`src/rtl/exe_stage_pkg.sv`:
```
// Shared encodings for the execute stage: ALU commands, shift types,
// forwarding selects and the NZCV flag layout.
package exe_stage_pkg;

    typedef enum logic [3:0] {
        CMD_MOV = 4'b0001,
        CMD_ADD = 4'b0010,
        CMD_ADC = 4'b0011,
        CMD_SUB = 4'b0100,
        CMD_SBC = 4'b0101,
        CMD_AND = 4'b0110,
        CMD_ORR = 4'b0111,
        CMD_EOR = 4'b1000,
        CMD_MVN = 4'b1001
    } exe_cmd_e;

    typedef enum logic [1:0] {
        SH_LSL = 2'b00,
        SH_LSR = 2'b01,
        SH_ASR = 2'b10,
        SH_ROR = 2'b11
    } shift_e;

    typedef enum logic [1:0] {
        FWD_REG     = 2'b00,
        FWD_MEM     = 2'b01,
        FWD_WB      = 2'b10,
        FWD_REG_ALT = 2'b11
    } fwd_sel_e;

    typedef struct packed {
        logic n;
        logic z;
        logic c;
        logic v;
    } nzcv_t;

    function automatic logic [31:0] fwd_mux(input logic [1:0]  sel,
                                             input logic [31:0] reg_val,
                                             input logic [31:0] mem_val,
                                             input logic [31:0] wb_val);
        case (fwd_sel_e'(sel))
            FWD_MEM: fwd_mux = mem_val;
            FWD_WB:  fwd_mux = wb_val;
            default: fwd_mux = reg_val;
        endcase
    endfunction

endpackage

```
`src/rtl/exe_stage_if.sv`:
```
// ID/EX input bundle and EXE/MEM output bundle of the execute stage.
// master = upstream pipeline side, slave = exe_stage.
interface exe_stage_if;

    logic        wb_en;
    logic        mem_read_en;
    logic        mem_write_en;
    logic        B;
    logic        S;
    logic [3:0]  exe_cmd;
    logic [31:0] PC;
    logic [31:0] val_Rn;
    logic [31:0] val_Rm;
    logic [11:0] shift_operand;
    logic        imm;
    logic [3:0]  dest;
    logic [23:0] signed_imm_24;

    logic        wb_en_o;
    logic        mem_read_en_o;
    logic        mem_write_en_o;
    logic [31:0] alu_res;
    logic [31:0] st_val;
    logic [3:0]  dest_o;

    modport master (
        output wb_en, mem_read_en, mem_write_en, B, S, exe_cmd, PC, val_Rn,
               val_Rm, shift_operand, imm, dest, signed_imm_24,
        input  wb_en_o, mem_read_en_o, mem_write_en_o, alu_res, st_val, dest_o
    );

    modport slave (
        input  wb_en, mem_read_en, mem_write_en, B, S, exe_cmd, PC, val_Rn,
               val_Rm, shift_operand, imm, dest, signed_imm_24,
        output wb_en_o, mem_read_en_o, mem_write_en_o, alu_res, st_val, dest_o
    );

endinterface

```
`src/rtl/exe_stage_val2_generator.sv`:
```
// Second ALU operand: memory offset, rotated 8-bit immediate, or the
// shifted register operand.
module val2_generator
    import exe_stage_pkg::*;
(
    input  logic        mem_en,
    input  logic        imm,
    input  logic [11:0] shift_operand,
    input  logic [31:0] rm_val,
    output logic [31:0] val2
);

    logic [31:0] imm8;
    logic [4:0]  imm_rot;
    logic [4:0]  sh_amt;
    logic [63:0] imm_dbl;
    logic [63:0] rm_dbl;
    logic [31:0] imm_val;
    logic [31:0] reg_val;

    assign imm8    = {24'b0, shift_operand[7:0]};
    assign imm_rot = {shift_operand[11:8], 1'b0};
    assign sh_amt  = shift_operand[11:7];
    // Rotations done as a right shift of the operand concatenated with itself.
    assign imm_dbl = {imm8, imm8} >> imm_rot;
    assign rm_dbl  = {rm_val, rm_val} >> sh_amt;
    assign imm_val = imm_dbl[31:0];

    always_comb begin
        reg_val = rm_val;
        case (shift_e'(shift_operand[6:5]))
            SH_LSL:  reg_val = rm_val << sh_amt;
            SH_LSR:  reg_val = rm_val >> sh_amt;
            SH_ASR:  reg_val = $signed(rm_val) >>> sh_amt;
            SH_ROR:  reg_val = rm_dbl[31:0];
            default: reg_val = rm_val;
        endcase
    end

    always_comb begin
        if (mem_en)
            val2 = {20'b0, shift_operand};
        else if (imm)
            val2 = imm_val;
        else
            val2 = reg_val;
    end

endmodule

```
`src/rtl/exe_stage.sv`:
```
// Execute stage: operand forwarding, ALU, NZCV status register, branch
// target and EXE/MEM pipeline register. EXE_FORWARDING_EN enables forwarding.
module exe_stage
    import exe_stage_pkg::*;
(
    input  logic              clk,
    input  logic              rst,
    input  logic              freeze,
    exe_stage_if.slave        bus,
    input  logic [1:0]        sel_src1,
    input  logic [1:0]        sel_src2,
    input  logic [31:0]       mem_fwd_val,
    input  logic [31:0]       wb_fwd_val,
    output logic              branch_taken,
    output logic [31:0]       branch_addr,
    output logic [3:0]        status_bits
);

    logic [31:0] op1;
    logic [31:0] src2;
    logic [31:0] val2;

`ifdef EXE_FORWARDING_EN
    assign op1  = fwd_mux(sel_src1, bus.val_Rn, mem_fwd_val, wb_fwd_val);
    assign src2 = fwd_mux(sel_src2, bus.val_Rm, mem_fwd_val, wb_fwd_val);
`else
    logic unused_fwd;
    assign unused_fwd = ^{sel_src1, sel_src2, mem_fwd_val, wb_fwd_val};
    assign op1  = bus.val_Rn;
    assign src2 = bus.val_Rm;
`endif

    val2_generator u_val2 (
        .mem_en        (bus.mem_read_en | bus.mem_write_en),
        .imm           (bus.imm),
        .shift_operand (bus.shift_operand),
        .rm_val        (src2),
        .val2          (val2)
    );

    nzcv_t       status_q;
    nzcv_t       flags_next;
    logic [31:0] alu_res_next;
    logic        cmd_valid;
    logic        is_arith;
    logic [31:0] add_b;
    logic        add_cin;
    logic [32:0] sum;

    // Subtraction is op1 + ~val2 + carry-in, so C comes out as no-borrow.
    always_comb begin
        alu_res_next = '0;
        flags_next   = status_q;
        cmd_valid    = 1'b1;
        is_arith     = 1'b0;
        add_b        = '0;
        add_cin      = 1'b0;
        sum          = '0;
        case (exe_cmd_e'(bus.exe_cmd))
            CMD_MOV: alu_res_next = val2;
            CMD_MVN: alu_res_next = ~val2;
            CMD_ADD: begin is_arith = 1'b1; add_b = val2;  add_cin = 1'b0;       end
            CMD_ADC: begin is_arith = 1'b1; add_b = val2;  add_cin = status_q.c; end
            CMD_SUB: begin is_arith = 1'b1; add_b = ~val2; add_cin = 1'b1;       end
            CMD_SBC: begin is_arith = 1'b1; add_b = ~val2; add_cin = status_q.c; end
            CMD_AND: alu_res_next = op1 & val2;
            CMD_ORR: alu_res_next = op1 | val2;
            CMD_EOR: alu_res_next = op1 ^ val2;
            default: cmd_valid = 1'b0;
        endcase
        if (is_arith) begin
            sum          = {1'b0, op1} + {1'b0, add_b} + {32'b0, add_cin};
            alu_res_next = sum[31:0];
            flags_next.c = sum[32];
            flags_next.v = (op1[31] == add_b[31]) && (sum[31] != op1[31]);
        end
        if (cmd_valid) begin
            flags_next.n = alu_res_next[31];
            flags_next.z = (alu_res_next == 32'b0);
        end
    end

    // freeze=1 is a stall: every register holds, an S=1 update in that cycle is dropped.
    always_ff @(posedge clk or negedge rst) begin
        if (!rst)
            status_q <= '0;
        else if (!freeze && bus.S)
            status_q <= flags_next;
    end

    logic        wb_en_q;
    logic        mem_read_en_q;
    logic        mem_write_en_q;
    logic [31:0] alu_res_q;
    logic [31:0] st_val_q;
    logic [3:0]  dest_q;

    always_ff @(posedge clk or negedge rst) begin
        if (!rst) begin
            wb_en_q        <= 1'b0;
            mem_read_en_q  <= 1'b0;
            mem_write_en_q <= 1'b0;
            alu_res_q      <= '0;
            st_val_q       <= '0;
            dest_q         <= '0;
        end else if (!freeze) begin
            wb_en_q        <= bus.wb_en;
            mem_read_en_q  <= bus.mem_read_en;
            mem_write_en_q <= bus.mem_write_en;
            alu_res_q      <= alu_res_next;
            st_val_q       <= src2;
            dest_q         <= bus.dest;
        end
    end

    assign bus.wb_en_o        = wb_en_q;
    assign bus.mem_read_en_o  = mem_read_en_q;
    assign bus.mem_write_en_o = mem_write_en_q;
    assign bus.alu_res        = alu_res_q;
    assign bus.st_val         = st_val_q;
    assign bus.dest_o         = dest_q;
    assign status_bits        = status_q;

    assign branch_taken = bus.B;
    assign branch_addr  = bus.PC + {{6{bus.signed_imm_24[23]}}, bus.signed_imm_24, 2'b00};

endmodule

```
`src/flat_wrapper.sv`:
```
// flat-port wrapper written by rule: the top's interface ports become plain ports
module exe_stage_flat import exe_stage_pkg::*;
  (clk, rst, freeze, sel_src1, sel_src2, mem_fwd_val, wb_fwd_val, branch_taken, branch_addr, status_bits, bus_wb_en, bus_mem_read_en, bus_mem_write_en, bus_B, bus_S, bus_exe_cmd, bus_PC, bus_val_Rn, bus_val_Rm, bus_shift_operand, bus_imm, bus_dest, bus_signed_imm_24, bus_wb_en_o, bus_mem_read_en_o, bus_mem_write_en_o, bus_alu_res, bus_st_val, bus_dest_o);
  exe_stage_if bus_i ();
  input  logic clk;
  input  logic rst;
  input  logic freeze;
  input  logic [1:0] sel_src1;
  input  logic [1:0] sel_src2;
  input  logic [31:0] mem_fwd_val;
  input  logic [31:0] wb_fwd_val;
  output logic branch_taken;
  output logic [31:0] branch_addr;
  output logic [3:0] status_bits;
  input wire logic [$bits(bus_i.wb_en)-1:0] bus_wb_en;
  input wire logic [$bits(bus_i.mem_read_en)-1:0] bus_mem_read_en;
  input wire logic [$bits(bus_i.mem_write_en)-1:0] bus_mem_write_en;
  input wire logic [$bits(bus_i.B)-1:0] bus_B;
  input wire logic [$bits(bus_i.S)-1:0] bus_S;
  input wire logic [$bits(bus_i.exe_cmd)-1:0] bus_exe_cmd;
  input wire logic [$bits(bus_i.PC)-1:0] bus_PC;
  input wire logic [$bits(bus_i.val_Rn)-1:0] bus_val_Rn;
  input wire logic [$bits(bus_i.val_Rm)-1:0] bus_val_Rm;
  input wire logic [$bits(bus_i.shift_operand)-1:0] bus_shift_operand;
  input wire logic [$bits(bus_i.imm)-1:0] bus_imm;
  input wire logic [$bits(bus_i.dest)-1:0] bus_dest;
  input wire logic [$bits(bus_i.signed_imm_24)-1:0] bus_signed_imm_24;
  output wire logic [$bits(bus_i.wb_en_o)-1:0] bus_wb_en_o;
  output wire logic [$bits(bus_i.mem_read_en_o)-1:0] bus_mem_read_en_o;
  output wire logic [$bits(bus_i.mem_write_en_o)-1:0] bus_mem_write_en_o;
  output wire logic [$bits(bus_i.alu_res)-1:0] bus_alu_res;
  output wire logic [$bits(bus_i.st_val)-1:0] bus_st_val;
  output wire logic [$bits(bus_i.dest_o)-1:0] bus_dest_o;
  assign bus_i.wb_en = bus_wb_en;
  assign bus_i.mem_read_en = bus_mem_read_en;
  assign bus_i.mem_write_en = bus_mem_write_en;
  assign bus_i.B = bus_B;
  assign bus_i.S = bus_S;
  assign bus_i.exe_cmd = bus_exe_cmd;
  assign bus_i.PC = bus_PC;
  assign bus_i.val_Rn = bus_val_Rn;
  assign bus_i.val_Rm = bus_val_Rm;
  assign bus_i.shift_operand = bus_shift_operand;
  assign bus_i.imm = bus_imm;
  assign bus_i.dest = bus_dest;
  assign bus_i.signed_imm_24 = bus_signed_imm_24;
  assign bus_wb_en_o = bus_i.wb_en_o;
  assign bus_mem_read_en_o = bus_i.mem_read_en_o;
  assign bus_mem_write_en_o = bus_i.mem_write_en_o;
  assign bus_alu_res = bus_i.alu_res;
  assign bus_st_val = bus_i.st_val;
  assign bus_dest_o = bus_i.dest_o;
  exe_stage u_core (.clk(clk), .rst(rst), .freeze(freeze), .bus(bus_i), .sel_src1(sel_src1), .sel_src2(sel_src2), .mem_fwd_val(mem_fwd_val), .wb_fwd_val(wb_fwd_val), .branch_taken(branch_taken), .branch_addr(branch_addr), .status_bits(status_bits));
endmodule
```
`config.mk`:
```
export PLATFORM = sky130hd
export DESIGN_NAME = exe_stage_flat
export DESIGN_NICKNAME = d
export VERILOG_FILES = /design/src/rtl/exe_stage_pkg.sv /design/src/rtl/exe_stage_if.sv /design/src/rtl/exe_stage_val2_generator.sv /design/src/rtl/exe_stage.sv /design/src/flat_wrapper.sv
export SDC_FILE = /design/constraint.sdc
export NUM_CORES = 1
export LEC_CHECK = 0
export CAP_MARGIN = 0
export CORE_MARGIN = 5
export CORE_UTILIZATION = 45
export CTS_BUF_LIST = sky130_fd_sc_hd__clkbuf_8 sky130_fd_sc_hd__clkbuf_16
export CTS_CLUSTER_SIZE = 16
export DETAILED_ROUTE_END_ITERATION = 10
export PLACE_DENSITY = 0.85
export SLEW_MARGIN = 5
export SYNTH_ARGS = -nofsm -noshare
export SYNTH_HDL_FRONTEND = slang
export SYNTH_SLANG_ARGS = --single-unit
```
`constraint.sdc`:
```
create_clock -name clk -period 4.35 [get_ports clk]
set_clock_uncertainty 0.2 [all_clocks]
set_input_delay 0.6525 -clock clk [delete_from_list [all_inputs] [get_ports clk]]
set_output_delay 0.6525 -clock clk [all_outputs]
set_load 0.005 [all_outputs]
```
==> results of run 1 <==
[logic make-up after synthesis]
| kind of cell | count (synthesis) | share of synthesized area |
|---|---|---|
| mux | 239 | 0.218 |
| xor+xnor | 65 | 0.0394 |
| simple gates | 496 | 0.160 |
| fa+ha+maj | 127 | 0.112 |
| flops | 75 | 0.130 |
| buf+inv | 248 | 0.0715 |
| compound gates | 578 | 0.269 |
[through the flow]
| step | std cells | TNS, ns | hold slack, ns | instance area (sq um) | setup slack (ns) |
|---|---|---|---|---|---|
| after detailed placement | 2970 | -74.00 | 0.273 | 21700 | -2.72 |
| after CTS | 3082 | -27.79 | 0.287 | 23900 | -1.63 |
| after global placement | 2970 | -64.77 | 0.258 | 21700 | -2.48 |
| after floorplan | 1828 | -25.00 | 0.157 | 14600 | -1.55 |
[what timing repair did]
action	CTS
setup endpoints to repair	50
gates cloned	1
pin swaps	133
buffers inserted	101
resized for setup	344
[routing by layer]
layer,global-route usage,GRT overflow
met5,0.0865,0
met4,0.671,8
met3,0.406,0
met2,0.862,8
met1,0.620,0
[synth_stat cells, types with 17 or more instances]
cell | count | share of area
sky130_fd_sc_hd__a211oi_1 | 44 | 0.023
sky130_fd_sc_hd__a21o_1 | 20 | 0.010
sky130_fd_sc_hd__a21oi_1 | 125 | 0.043
sky130_fd_sc_hd__a22oi_1 | 23 | 0.012
sky130_fd_sc_hd__buf_2 | 22 | 0.0076
sky130_fd_sc_hd__clkbuf_1 | 87 | 0.023
sky130_fd_sc_hd__dfrtp_1 | 75 | 0.13
sky130_fd_sc_hd__ha_1 | 124 | 0.11
sky130_fd_sc_hd__inv_1 | 110 | 0.029
sky130_fd_sc_hd__mux2_2 | 84 | 0.066
sky130_fd_sc_hd__mux2i_1 | 103 | 0.071
sky130_fd_sc_hd__mux4_2 | 52 | 0.081
sky130_fd_sc_hd__nand2_1 | 159 | 0.041
sky130_fd_sc_hd__nand2b_1 | 17 | 0.0074
sky130_fd_sc_hd__nand3_1 | 31 | 0.011
sky130_fd_sc_hd__nor2_1 | 152 | 0.040
sky130_fd_sc_hd__nor2b_1 | 17 | 0.0074
sky130_fd_sc_hd__nor3_1 | 28 | 0.0097
sky130_fd_sc_hd__o211ai_1 | 23 | 0.012
sky130_fd_sc_hd__o21a_1 | 20 | 0.010
sky130_fd_sc_hd__o21ai_0 | 127 | 0.044
sky130_fd_sc_hd__o22ai_1 | 21 | 0.0091
sky130_fd_sc_hd__xnor2_1 | 41 | 0.025
sky130_fd_sc_hd__xor2_1 | 24 | 0.015
==> qor.csv, run 1 <==
metric,value,unit
cts_hold_buffers,0,
hpwl_after_dpl,64.9,mm
cts_inserted_buffers,9,
async_flop_share,1.00,
globalRouteTotalUtil,0.635,
flow.stopped_at,global routing,
stop_error,[ERROR GRT-0232] Routing congestion too high. Check the congestion heatmap in the GUI.,
postGrtWorstEndpoint,u_core.status_bits[2]$_DFFE_PN0P_/D,
initial_utilization,0.456,
die_height,189,microns
htree_num_levels,3,
floorplan.io_pins,325,
ys_seq_elements,75,
rows,65,
synth_warnings,0,
max-clock-path-buffers,2,
register_area_share_after_synthesis,0.130,
numClockSinks,75,
synth_area,14400,sq um
syn_avg_cell_area,7.90,sq um
grt_max_degree,76,
gp_congestion,1.15,
timing.worst_endpoint.kind,register data pin,
buffer_ports.inserted,250,
synth_edf_count,0,
cts_root_buffer,sky130_fd_sc_hd__clkbuf_16,
fp.dieW,189,microns
mapped_nets,2172,
synth.distinct_cells,85,
status,stopped before the end,
overflow,16,
postSynth.topFlopCell,sky130_fd_sc_hd__dfrtp_1,
post_synth_inst_count,1828,
==> inputs of run 2 (changes only) <==
--- a/config.mk
+++ b/config.mk
@@ -7,11 +7,9 @@
 export LEC_CHECK = 0
 export CAP_MARGIN = 0
 export CORE_MARGIN = 5
-export CORE_UTILIZATION = 45
-export CTS_BUF_LIST = sky130_fd_sc_hd__clkbuf_8 sky130_fd_sc_hd__clkbuf_16
-export CTS_CLUSTER_SIZE = 16
+export CORE_UTILIZATION = 30
 export DETAILED_ROUTE_END_ITERATION = 10
-export PLACE_DENSITY = 0.85
+export PLACE_DENSITY_LB_ADDON = 0.15
 export SLEW_MARGIN = 5
 export SYNTH_ARGS = -nofsm -noshare
 export SYNTH_HDL_FRONTEND = slang
==> run 2 against run 1 <==
The flow now finishes, with violations (negative setup slack). Synthesized cell count unchanged. Area after synthesis stayed put.
==> qor.csv, run 2 <==
metric,value,unit,change
status,finished with violations,,
violations_in_the_final_reports,negative setup slack,,
worstHoldPathType,in -> async,,
final_net_count,3177,,
overflow,0,,
drt_pre_antenna_iters,7,,
globalRouteTotalUtil,0.322,,
design.core.area,47600,sq um,
layout_commonest_cell,sky130_fd_sc_hd__buf_4,,
die_area,52600,sq um,
cp.arrival,6.05,ns,
crit_family,compound AO/OA/AOI/OAI gates,,
cell_with_the_most_instances_after_synthesis,sky130_fd_sc_hd__nand2_1,,
place.detailed.instances,3284,,+11%
final_min_period_over_clock_period,1.36,,
global_route_wire_length_before_repair,128,mm,
register_area_share_after_synthesis,0.130,,unchanged
synth.top_cell.area_share,0.130,,unchanged
max-vdd-ir-drop,154,uV,
placement.setup.worst_slack,-2.94,ns,-0.226 ns
setup_viol,34,,
fin_ws,-1.57,ns,
floorplan.io_pins,325,,unchanged
cts_root_buffer,sky130_fd_sc_hd__clkbuf_16,,
viasPerCell,5.60,,
worst-path-buf-inv,7,,
criticalPathCategory,in -> reg,,
crit_path_max_fanout,8,,
post_synth_inst_count,1828,,unchanged
final_hold_viol_count,0,,
synth_edf_count,0,,unchanged
synth_area,14400,sq um,unchanged
via_count_of_the_first_global_routing_pass,19500,,
synth.distinct_cells,85,,unchanged
layout-drive-gt1-share,0.467,,
hpwl_after_dpl,70.9,mm,+9.2%
worst_ep_required_time,4.48,ns,
yosysTopAreaCell,sky130_fd_sc_hd__dfrtp_1,,
clk_latency,0.38,ns,
timing.final.crit_period,5.92,ns,
numClockSinks,75,,unchanged
power.leakage,12.2,nW,
htree_num_levels,3,,unchanged
design_area,26500,sq um,
cpMaxStageDelayCell,sky130_fd_sc_hd__mux4_2,,
clkTransAtPathRegs,0.07,ns,
syn2layout_area_growth,83.6,%,
drt-wirelength-per-cell,25.7,microns,
most_frequent_cells_in_the_layout,"sky130_fd_sc_hd__buf_4, sky130_fd_sc_hd__clkdlybuf4s50_1, sky130_fd_sc_hd__nand2_1",,
antenna_cells_inserted,0,,
slew_viol_final,0,,
final.hold.worst_slack,0.0443,ns,
rows,80,,+23%
timing_worst_slew_pin_value,0.755,ns,
cts_hold_buffers,0,,unchanged
detail_route.drc_violations,0,,
placement.cell_area,22800,sq um,+5.0%
timing.fmax,169,MHz,
totalWireLength,88.6,mm,
critPathMaxStageDelay,0.60,ns,
buffer_ports.inserted,250,,unchanged
mapped_nets,2172,,unchanged
fp.dieW,229,microns,+21%
netlist_top_cells_area,"sky130_fd_sc_hd__dfrtp_1, sky130_fd_sc_hd__ha_1, sky130_fd_sc_hd__mux4_2",,
max-clock-path-buffers,2,,unchanged
synth.top_cells.by_count,"sky130_fd_sc_hd__nand2_1, sky130_fd_sc_hd__nor2_1, sky130_fd_sc_hd__o21ai_0",,
cts_inserted_buffers,9,,unchanged
die_height,229,microns,+21%
antenna_found_initial,0,,
fillCellCount,4435,,
power.total,5.30,mW,
stdcell_count,3451,,
grt_max_degree,57,,
postSynth.topFlopCell,sky130_fd_sc_hd__dfrtp_1,,
gp_congestion,1.06,,-7.3%
vias,19300,,
crit_path_start_kind,input port,,
syn_avg_cell_area,7.90,sq um,unchanged
rsz0062_at_grt,yes,,
power.density_cell_area,200,nW/um^2,
cap_violations,0,,
synth_warnings,0,,unchanged
async_flop_share,1.00,,unchanged
ys_seq_elements,75,,unchanged
critPathCaptureType,flip-flop,,
initial_utilization,0.303,,-0.153
timing.max_slew.rel_slack,0.497,,
tritoncts_clock_tree,done,,
drt-initial-drc-count,1209,,
antenna_viol_nets_final,0,,
## run 2: cell counts after synthesis
No cell type changed its count.
## run 2: per-layer routing
| layer | GRT usage | vias to the layer above | part of all wire |
|---|---|---|---|
| li1 | - | 8881 | - |
| met1 | 0.382 | 9508 | 0.40 |
| met2 | 0.569 | 701 | 0.49 |
| met3 | 0.0472 | 226 | 0.050 |
| met4 | 0.158 | 0 | 0.065 |
| met5 | 0 | - | 0 |
## run 2: final cells by class
class,count,area [sq um],area share
sequential,75,1880,0.0708
clock buffer,9,225,0.00850
tap,615,769,0.0290
multi-input combinational,1505,13400,0.505
timing repair buffer,1129,9700,0.366
inverter,113,434,0.0164
clock inverter,5,128,0.00482
## run 2: repair_timing
action                     4_1_cts  5_1_grt
setup buffers                  110       59
pin swaps                      133      132
gates cloned                     3        2
gates resized for setup        413      166
setup endpoints to repair       52       48
## run 2: final timing paths
check                                    endpoint  depth (start not counted)  slack, ns              startpoint
hold / removal              u_core.bus.alu_res[4]                          1       0.04                     rst
hold reg to reg            u_core.bus.alu_res[15]                          1       0.28  u_core.bus.alu_res[15]
min in group clk           u_core.bus.alu_res[15]                          1       0.28  u_core.bus.alu_res[15]
setup reg to reg            u_core.status_bits[2]                         16      -0.04   u_core.status_bits[1]
setup / recovery            u_core.status_bits[2]                         26      -1.57    bus_shift_operand[7]
max in group asynchronous  u_core.bus.alu_res[31]                          2       3.02                     rst
## run 2: kinds of logic after synthesis
group | count (synthesis) | synth area share
AOI/OAI and AO/OA | 578 | 0.269
and+or+nand+nor | 496 | 0.160
buffers and inverters | 248 | 0.0715
muxes | 239 | 0.218
adders and majority gates | 127 | 0.112
DFF | 75 | 0.130
xor gates and xnor gates | 65 | 0.0394
## run 2: through the flow
step	util	TNS, ns
after floorplan	-	-25.00
after global placement	0.479	-74.58
after detailed placement	0.479	-76.05
after CTS	0.534	-25.54
after global routing	0.556	-35.50
final	0.556	-29.71
## run 2: power breakdown
group / internal, mW / switching [mW]
Sequential: 0.784 / 0.0490
Combinational: 1.80 / 1.67
Clock: 0.612 / 0.372
Total: 3.20 / 2.09
Power figures use the tool's default switching activity.
